### config.mk
export PLATFORM = sky130hd
export DESIGN_NAME = bus_arbiter_flat
export DESIGN_NICKNAME = d
export VERILOG_FILES = /design/src/rtl/bus_arbiter_if.sv /design/src/rtl/bus_arbiter.sv /design/src/flat_wrapper.sv
export SDC_FILE = /design/constraint.sdc
export NUM_CORES = 1
export LEC_CHECK = 0
export BUFFER_PORTS_ARGS = -buffer_cell sky130_fd_sc_hd__clkbuf_2
export CAP_MARGIN = 20
export CORE_ASPECT_RATIO = 0.9
export CORE_UTILIZATION = 48
export CTS_CLUSTER_SIZE = 16
export DETAILED_ROUTE_END_ITERATION = 8
export PLACE_DENSITY_LB_ADDON = 0.08
export SLEW_MARGIN = 20
export SYNTH_ARGS = -nofsm -noshare
export SYNTH_HDL_FRONTEND = slang
export SYNTH_SLANG_ARGS = --single-unit
### constraint.sdc
create_clock -name clk -period 2.2 [get_ports clk]
set_clock_uncertainty 0.2 [all_clocks]
set_input_delay 0.22 -clock clk [delete_from_list [all_inputs] [get_ports clk]]
set_output_delay 0.22 -clock clk [all_outputs]
set_load 0.005 [all_outputs]
### src/rtl/bus_arbiter_if.sv
// ----------------------------------------------------------------------------
// bus_arbiter_if
// Request/grant bundle between a set of bus masters and bus_arbiter.
//
// Signals:
//   dma     [N_MASTERS]  per-master level-sensitive bus request
//   ready   [1]          slave completion strobe (meaningful while req=1)
//   grant   [N_MASTERS]  one-hot grant, all-zero when nobody owns the bus
//   req     [1]          high whenever grant is non-zero
//   owner   [OWNER_W]    binary index of the granted master, 0 when idle
//   timeout [1]          one-cycle pulse when the watchdog aborts a transfer
//
// Modports:
//   master  request side: drives dma/ready, observes the arbitration result
//   slave   arbiter side: consumes dma/ready, drives the arbitration result
// ----------------------------------------------------------------------------
interface bus_arbiter_if #(
    parameter int unsigned N_MASTERS = 8
);
    localparam int unsigned OWNER_W = (N_MASTERS > 1) ? $clog2(N_MASTERS) : 1;

    logic [N_MASTERS-1:0] dma;
    logic                 ready;
    logic [N_MASTERS-1:0] grant;
    logic                 req;
    logic [OWNER_W-1:0]   owner;
    logic                 timeout;

    modport master (
        output dma,
        output ready,
        input  grant,
        input  req,
        input  owner,
        input  timeout
    );

    modport slave (
        input  dma,
        input  ready,
        output grant,
        output req,
        output owner,
        output timeout
    );
endinterface

### src/rtl/bus_arbiter.sv
// ----------------------------------------------------------------------------
// bus_arbiter
// Single-owner bus arbiter with a two-state (IDLE/BUSY) transfer FSM.
// In IDLE the grant is the zero-latency arbitration of the live requests; a
// transfer that does not complete in its first cycle is latched and held in
// BUSY until ready (no preemption). Fixed priority (index 0 highest) or
// round-robin starting at a pointer that advances past each finished owner.
//
// Parameters:
//   N_MASTERS  number of masters, 2..16
//   RR_MODE    0 = fixed priority, 1 = round-robin
//   TIMEOUT    watchdog limit in stalled BUSY cycles, 2..65535
//
// Optional feature (macro BUS_ARB_TIMEOUT_EN):
//   defined   16-bit watchdog aborts a BUSY transfer stalled for TIMEOUT
//             cycles and pulses bus.timeout for one cycle
//   undefined no watchdog; bus.timeout is tied low
//
// Ports:
//   clk    system clock, rising edge
//   clr_n  asynchronous active-low reset; also masks grant/req/owner
//   bus    bus_arbiter_if.slave (dma, ready in; grant, req, owner, timeout out)
// ----------------------------------------------------------------------------
module bus_arbiter #(
    parameter int unsigned N_MASTERS = 8,
    parameter int unsigned RR_MODE   = 0,
    parameter int unsigned TIMEOUT   = 255
) (
    input  logic         clk,
    input  logic         clr_n,
    bus_arbiter_if.slave bus
);

    localparam int unsigned OW = (N_MASTERS > 1) ? $clog2(N_MASTERS) : 1;
    localparam int unsigned CW = 16;

    typedef enum logic {
        IDLE = 1'b0,
        BUSY = 1'b1
    } state_t;

    // Elaboration-time parameter range checks
    if ((N_MASTERS < 2) || (N_MASTERS > 16)) begin : g_bad_n_masters
        $error("bus_arbiter: N_MASTERS must be in 2..16");
    end
    if (RR_MODE > 1) begin : g_bad_rr_mode
        $error("bus_arbiter: RR_MODE must be 0 or 1");
    end
    if ((TIMEOUT < 2) || (TIMEOUT > 65535)) begin : g_bad_timeout
        $error("bus_arbiter: TIMEOUT must be in 2..65535");
    end

    state_t               r_state;
    state_t               w_state_nxt;
    logic [N_MASTERS-1:0] r_grant;
    logic [N_MASTERS-1:0] w_win_oh;
    logic                 w_win_vld;
    logic [N_MASTERS-1:0] w_grant;
    logic [OW-1:0]        r_ptr;
    logic [OW-1:0]        w_start;
    logic [OW-1:0]        w_owner;
    logic [OW-1:0]        w_ptr_nxt;
    logic                 w_done;
    logic                 w_abort;
    logic                 w_busy_enter;
    logic                 w_to_hit;
    logic                 w_timeout;

    // (base + off) mod N_MASTERS for off < N_MASTERS
    function automatic logic [OW-1:0] wrap_add(input logic [OW-1:0] base,
                                               input int unsigned  off);
        int unsigned sum;
        sum = 32'(base) + off;
        if (sum >= N_MASTERS) begin
            sum = sum - N_MASTERS;
        end
        return OW'(sum);
    endfunction

    // Fixed mode always searches from index 0
    assign w_start = (RR_MODE != 0) ? r_ptr : '0;

    // Search from w_start upward with wrap; first asserted request wins
    always_comb begin : p_arb
        w_win_vld = 1'b0;
        w_win_oh  = '0;
        for (int unsigned i = 0; i < N_MASTERS; i++) begin
            if (!w_win_vld && bus.dma[wrap_add(w_start, i)]) begin
                w_win_vld                   = 1'b1;
                w_win_oh[wrap_add(w_start, i)] = 1'b1;
            end
        end
    end

    // FSM: state register
    always_ff @(posedge clk or negedge clr_n) begin : p_state
        if (!clr_n) begin
            r_state <= IDLE;
        end else begin
            r_state <= w_state_nxt;
        end
    end

    // FSM: next state
    always_comb begin : p_next
        w_state_nxt = r_state;
        case (r_state)
            IDLE: begin
                if (w_win_vld && !bus.ready) begin
                    w_state_nxt = BUSY;
                end
            end
            BUSY: begin
                if (bus.ready || w_to_hit) begin
                    w_state_nxt = IDLE;
                end
            end
            default: w_state_nxt = IDLE;
        endcase
    end

    // FSM: outputs and transfer events; ready beats the watchdog in BUSY
    always_comb begin : p_out
        w_grant      = '0;
        w_done       = 1'b0;
        w_abort      = 1'b0;
        w_busy_enter = 1'b0;
        case (r_state)
            IDLE: begin
                w_grant      = w_win_oh;
                w_done       = w_win_vld && bus.ready;
                w_busy_enter = w_win_vld && !bus.ready;
            end
            BUSY: begin
                w_grant = r_grant;
                w_done  = bus.ready;
                w_abort = !bus.ready && w_to_hit;
            end
            default: w_grant = '0;
        endcase
        // Reset masks the bus result immediately, even between edges
        if (!clr_n) begin
            w_grant = '0;
        end
    end

    // Binary index of the current grant
    always_comb begin : p_owner
        w_owner = '0;
        for (int unsigned i = 0; i < N_MASTERS; i++) begin
            if (w_grant[i]) begin
                w_owner = w_owner | OW'(i);
            end
        end
    end

    assign w_ptr_nxt = wrap_add(w_owner, 1);

    // Latched winner held for the whole BUSY period
    always_ff @(posedge clk or negedge clr_n) begin : p_grant
        if (!clr_n) begin
            r_grant <= '0;
        end else if (w_busy_enter) begin
            r_grant <= w_win_oh;
        end else if (w_done || w_abort) begin
            r_grant <= '0;
        end
    end

    // Round-robin pointer moves past the owner of every finished transfer
    always_ff @(posedge clk or negedge clr_n) begin : p_ptr
        if (!clr_n) begin
            r_ptr <= '0;
        end else if (w_done || w_abort) begin
            r_ptr <= w_ptr_nxt;
        end
    end

`ifdef BUS_ARB_TIMEOUT_EN
    localparam logic [CW-1:0] CNT_LAST = CW'(TIMEOUT - 1);

    logic [CW-1:0] r_cnt;
    logic          r_timeout;

    assign w_to_hit = (r_cnt == CNT_LAST);

    // Counts stalled BUSY cycles since the transfer was latched
    always_ff @(posedge clk or negedge clr_n) begin : p_cnt
        if (!clr_n) begin
            r_cnt <= '0;
        end else if (w_busy_enter) begin
            r_cnt <= '0;
        end else if ((r_state == BUSY) && !bus.ready && !w_to_hit) begin
            r_cnt <= r_cnt + CW'(1);
        end
    end

    always_ff @(posedge clk or negedge clr_n) begin : p_timeout
        if (!clr_n) begin
            r_timeout <= 1'b0;
        end else begin
            r_timeout <= w_abort;
        end
    end

    assign w_timeout = r_timeout;
`else
    assign w_to_hit  = 1'b0;
    assign w_timeout = 1'b0;
`endif

    assign bus.grant   = w_grant;
    assign bus.req     = |w_grant;
    assign bus.owner   = w_owner;
    assign bus.timeout = w_timeout;

endmodule

### src/flat_wrapper.sv
// flat-port wrapper written by rule: the top's interface ports become plain ports
module bus_arbiter_flat 
#(
    parameter int unsigned N_MASTERS = 8,
    parameter int unsigned RR_MODE   = 0,
    parameter int unsigned TIMEOUT   = 255
)
  (clk, clr_n, bus_dma, bus_ready, bus_grant, bus_req, bus_owner, bus_timeout);
  bus_arbiter_if #(.N_MASTERS(N_MASTERS)) bus_i ();
  input  logic clk;
  input  logic clr_n;
  input wire logic [$bits(bus_i.dma)-1:0] bus_dma;
  input wire logic [$bits(bus_i.ready)-1:0] bus_ready;
  output wire logic [$bits(bus_i.grant)-1:0] bus_grant;
  output wire logic [$bits(bus_i.req)-1:0] bus_req;
  output wire logic [$bits(bus_i.owner)-1:0] bus_owner;
  output wire logic [$bits(bus_i.timeout)-1:0] bus_timeout;
  assign bus_i.dma = bus_dma;
  assign bus_i.ready = bus_ready;
  assign bus_grant = bus_i.grant;
  assign bus_req = bus_i.req;
  assign bus_owner = bus_i.owner;
  assign bus_timeout = bus_i.timeout;
  bus_arbiter #(.N_MASTERS(N_MASTERS), .RR_MODE(RR_MODE), .TIMEOUT(TIMEOUT)) u_core (.clk(clk), .clr_n(clr_n), .bus(bus_i));
endmodule
==> reports/metrics.cfg <==
[outcome]
status = finished clean

[final_layout]
stdcell_area_sq_um = 897.1
instances_no_fill = 125
diodes = 0
drive_gt1_share_pct = 32.43
finalNetCount = 123
area_growth_pct = 28.73
utilization_pct = 69.48

[timing]
worstMarginPinSlew_ns = 0.4904
max_freq_mhz = 479.7
fin_crit_sh_pct = 94.76
fin_tns_setup_ns = 0
finalCriticalPeriod_ns = 2.085
finalWorstSetupSlack_ns = 0.1152
finalMaxSlewViolations = 0
timing.slew.headroom_pct = 66.85
hold_violations = 0
grt_setup_unrepaired = no
setup_viol = 0

[yosys]
synth_top_family_by_area = simple AND/OR/NAND/NOR gates
yosysUniqueCellTypes = 33
synthMuxAreaShare_pct = 2.873
netlist_area_sq_um = 696.9
seq_area_frac_synth_pct = 32.32
syn_avg_cell_area_sq_um = 8.397
synth_compound_area_share_pct = 29.08
syn_inst = 83
synth_edf_count = 0
synthSimpleGateAreaFrac_pct = 30.88
synthTopCellsByArea = dfrtp_1 (32%), nand2_1 (6.5%), o21ai_0 (5.0%)
synth_xor_area_share_pct = 0
yosysTopAreaCell = dfrtp_1
synth_ff_type = dfrtp_1
synthArstFlopShare_pct = 100.0
synth.ff_latch_count = 9
yosysTopAreaCellShare_pct = 32.32
synth-adder-area-share_pct = 0
yosysWarnings = 0
syn-num-nets = 94

[global_route]
antenna_found_initial = 0
grt_pass1_vias = 618
track_usage_pct = 24.53
grt_max_degree = 22
grt_pass1_wl_um = 2925
grt_overflow = 0

[placed_design]
dp.cells = 118
dp_slack_ns = 0.2420
place_area_sq_um = 832.0
numPortBuffers = 22
gp_congestion = 0.8146
dp_hpwl_um = 1279

[critical_path]
worstSetupPathType = reg2out
crit_path_end = bus_req
rrSetupSlack_ns = 0.57
r2r_cells = 4
r2r_end = u_core.r_grant[0]
startpoint = u_core.r_state
crit_required_ns = 1.78
worst-path-max-fanout = 8
crit_path_start_kind = flop
r2r_start = u_core.r_state
worstPathArrival_ns = 1.66
crit_path_end_kind = output pin

[clocking]
clk_latency_ns = 0.26
root_buffer = clkbuf_4
htree_levels = 1
clkTransAtPathRegs_ns = 0.06
clock_path_buffers = 2
cts_tree = done
numCtsBuffers = 3
cts_sinks = 9

[route]
drc = 0
finalWirelength_um = 1693
drtPass1Iterations = 4
wl_per_cell_um = 13.54
via_per_inst = 5.904
vias = 738
drt_iter0_markers = 24
postRouteAntennaNets = 0

[floorplanning]
dieArea_sq_um = 1609
core_sq_um = 1291
die_w_um = 42.17
fp.dieH_um = 38.15
pin_count = 24
row_count = 12
start_util_pct = 53.97

[hold_path]
hold_class = in2reg

[power]
powerDensity_nw_per_um2 = 433.5
ir_drop_mv = 0.3786
p_leak_nw = 0.4186

[flow_run]
cap_violations = 0

report_power, final:
group	total (mW)	switching [mW]	internal, mW
clock	0.130	0.0600	0.0701
sequential	0.174	0.00505	0.169
combinational	0.0844	0.0467	0.0378
total	0.389	0.112	0.277
cells by family (layout without fill, tap and decap cells):
logic type	Yosys count	in the layout
mux	2	2
simple gates	38	38
other cells	1	1
buf+inv	7	35
compound gates	26	26
flops	9	9
state kept, by name, indices dropped and copies added, names as in the netlist:
signal          cells
u_core.r_grant      8
u_core.r_state      1
cells in the mapped netlist, drive strengths merged (2+ instances only):
| cell type | instances |
|---|---|
| a22o | 3 |
| a32o | 3 |
| and2 | 5 |
| clkbuf | 4 |
| dfrtp | 9 |
| inv | 2 |
| mux2i | 2 |
| nand2 | 12 |
| nor2 | 6 |
| nor2b | 3 |
| nor3 | 3 |
| nor4 | 2 |
| o211ai | 2 |
| o21a | 3 |
| o21ai | 7 |
layout by cell type (no fill, tap or decap), types with 3 or more instances in the layout:
cell and instances:
dfrtp_1 8, nor3_1 3, clkbuf_4 3, o21a_1 3
clkbuf_2 22, a32o_1 3, a22o_1 3, nor2b_1 3
buf_4 4, o21ai_0 7, and2_1 5, nor2_1 6
nand2_1 12
area by class of cell:
type	count	area, sq um
clock buffer	4	26.28
fill	112	394.1
inverter	2	7.507
multi-input combinational	67	447.9
sequential	9	226.5
tap	14	17.52
timing repair buffer	29	171.4
per-stage QoR:
step	hold slack [ns]	power (mW)
after floorplan	-0.2756	0.2172
after global placement	-0.002690	0.2541
after detailed placement	0.002565	0.2546
after CTS	0.06366	0.3870
after global routing	0.08077	0.4051
final	0.06483	0.3889
timing repair:
| item | 4_1_cts | 5_1_grt |
|---|---|---|
| gates resized for setup | 2 | 1 |
| hold endpoints to repair | 10 | 0 |
| setup endpoints to repair | 1 | 1 |
| hold buffers | 2 | 0 |
| setup buffers | 0 | 1 |
layer usage:
| metal | GRT usage (%) | routed length, um |
|---|---|---|
| met5 | 0 | 0 |
| met4 | 7.813 | 26 |
| met3 | 5.189 | 140 |
| met2 | 36.54 | 746 |
| met1 | 35.61 | 779 |
worst max-delay path: stages, from the launching register on:
cell and delay (ns):
dfrtp_2 0.48, a311oi_2 0.28, a2bb2oi_1 0.14, o41a_1 0.38, clkbuf_2 0.12
how the worst min path moves through the flow:
| stage | depth (start not counted) | end | startpoint | slack (ns) |
|---|---|---|---|---|
| after CTS | 2 | u_core.r_grant[4] | bus_dma[4] | 0.06 |
| after global routing | 2 | u_core.r_grant[6] | bus_dma[6] | 0.08 |
| after detailed placement | 2 | u_core.r_grant[7] | clr_n | 0.003 |
| final | 2 | u_core.r_grant[4] | bus_dma[4] | 0.06 |
| after global placement | 2 | u_core.r_state | clr_n | -0.003 |
| after floorplan | 0 | u_core.r_grant[0] | clr_n | -0.28 |
Note: power is estimated with default switching activity, not from simulation.
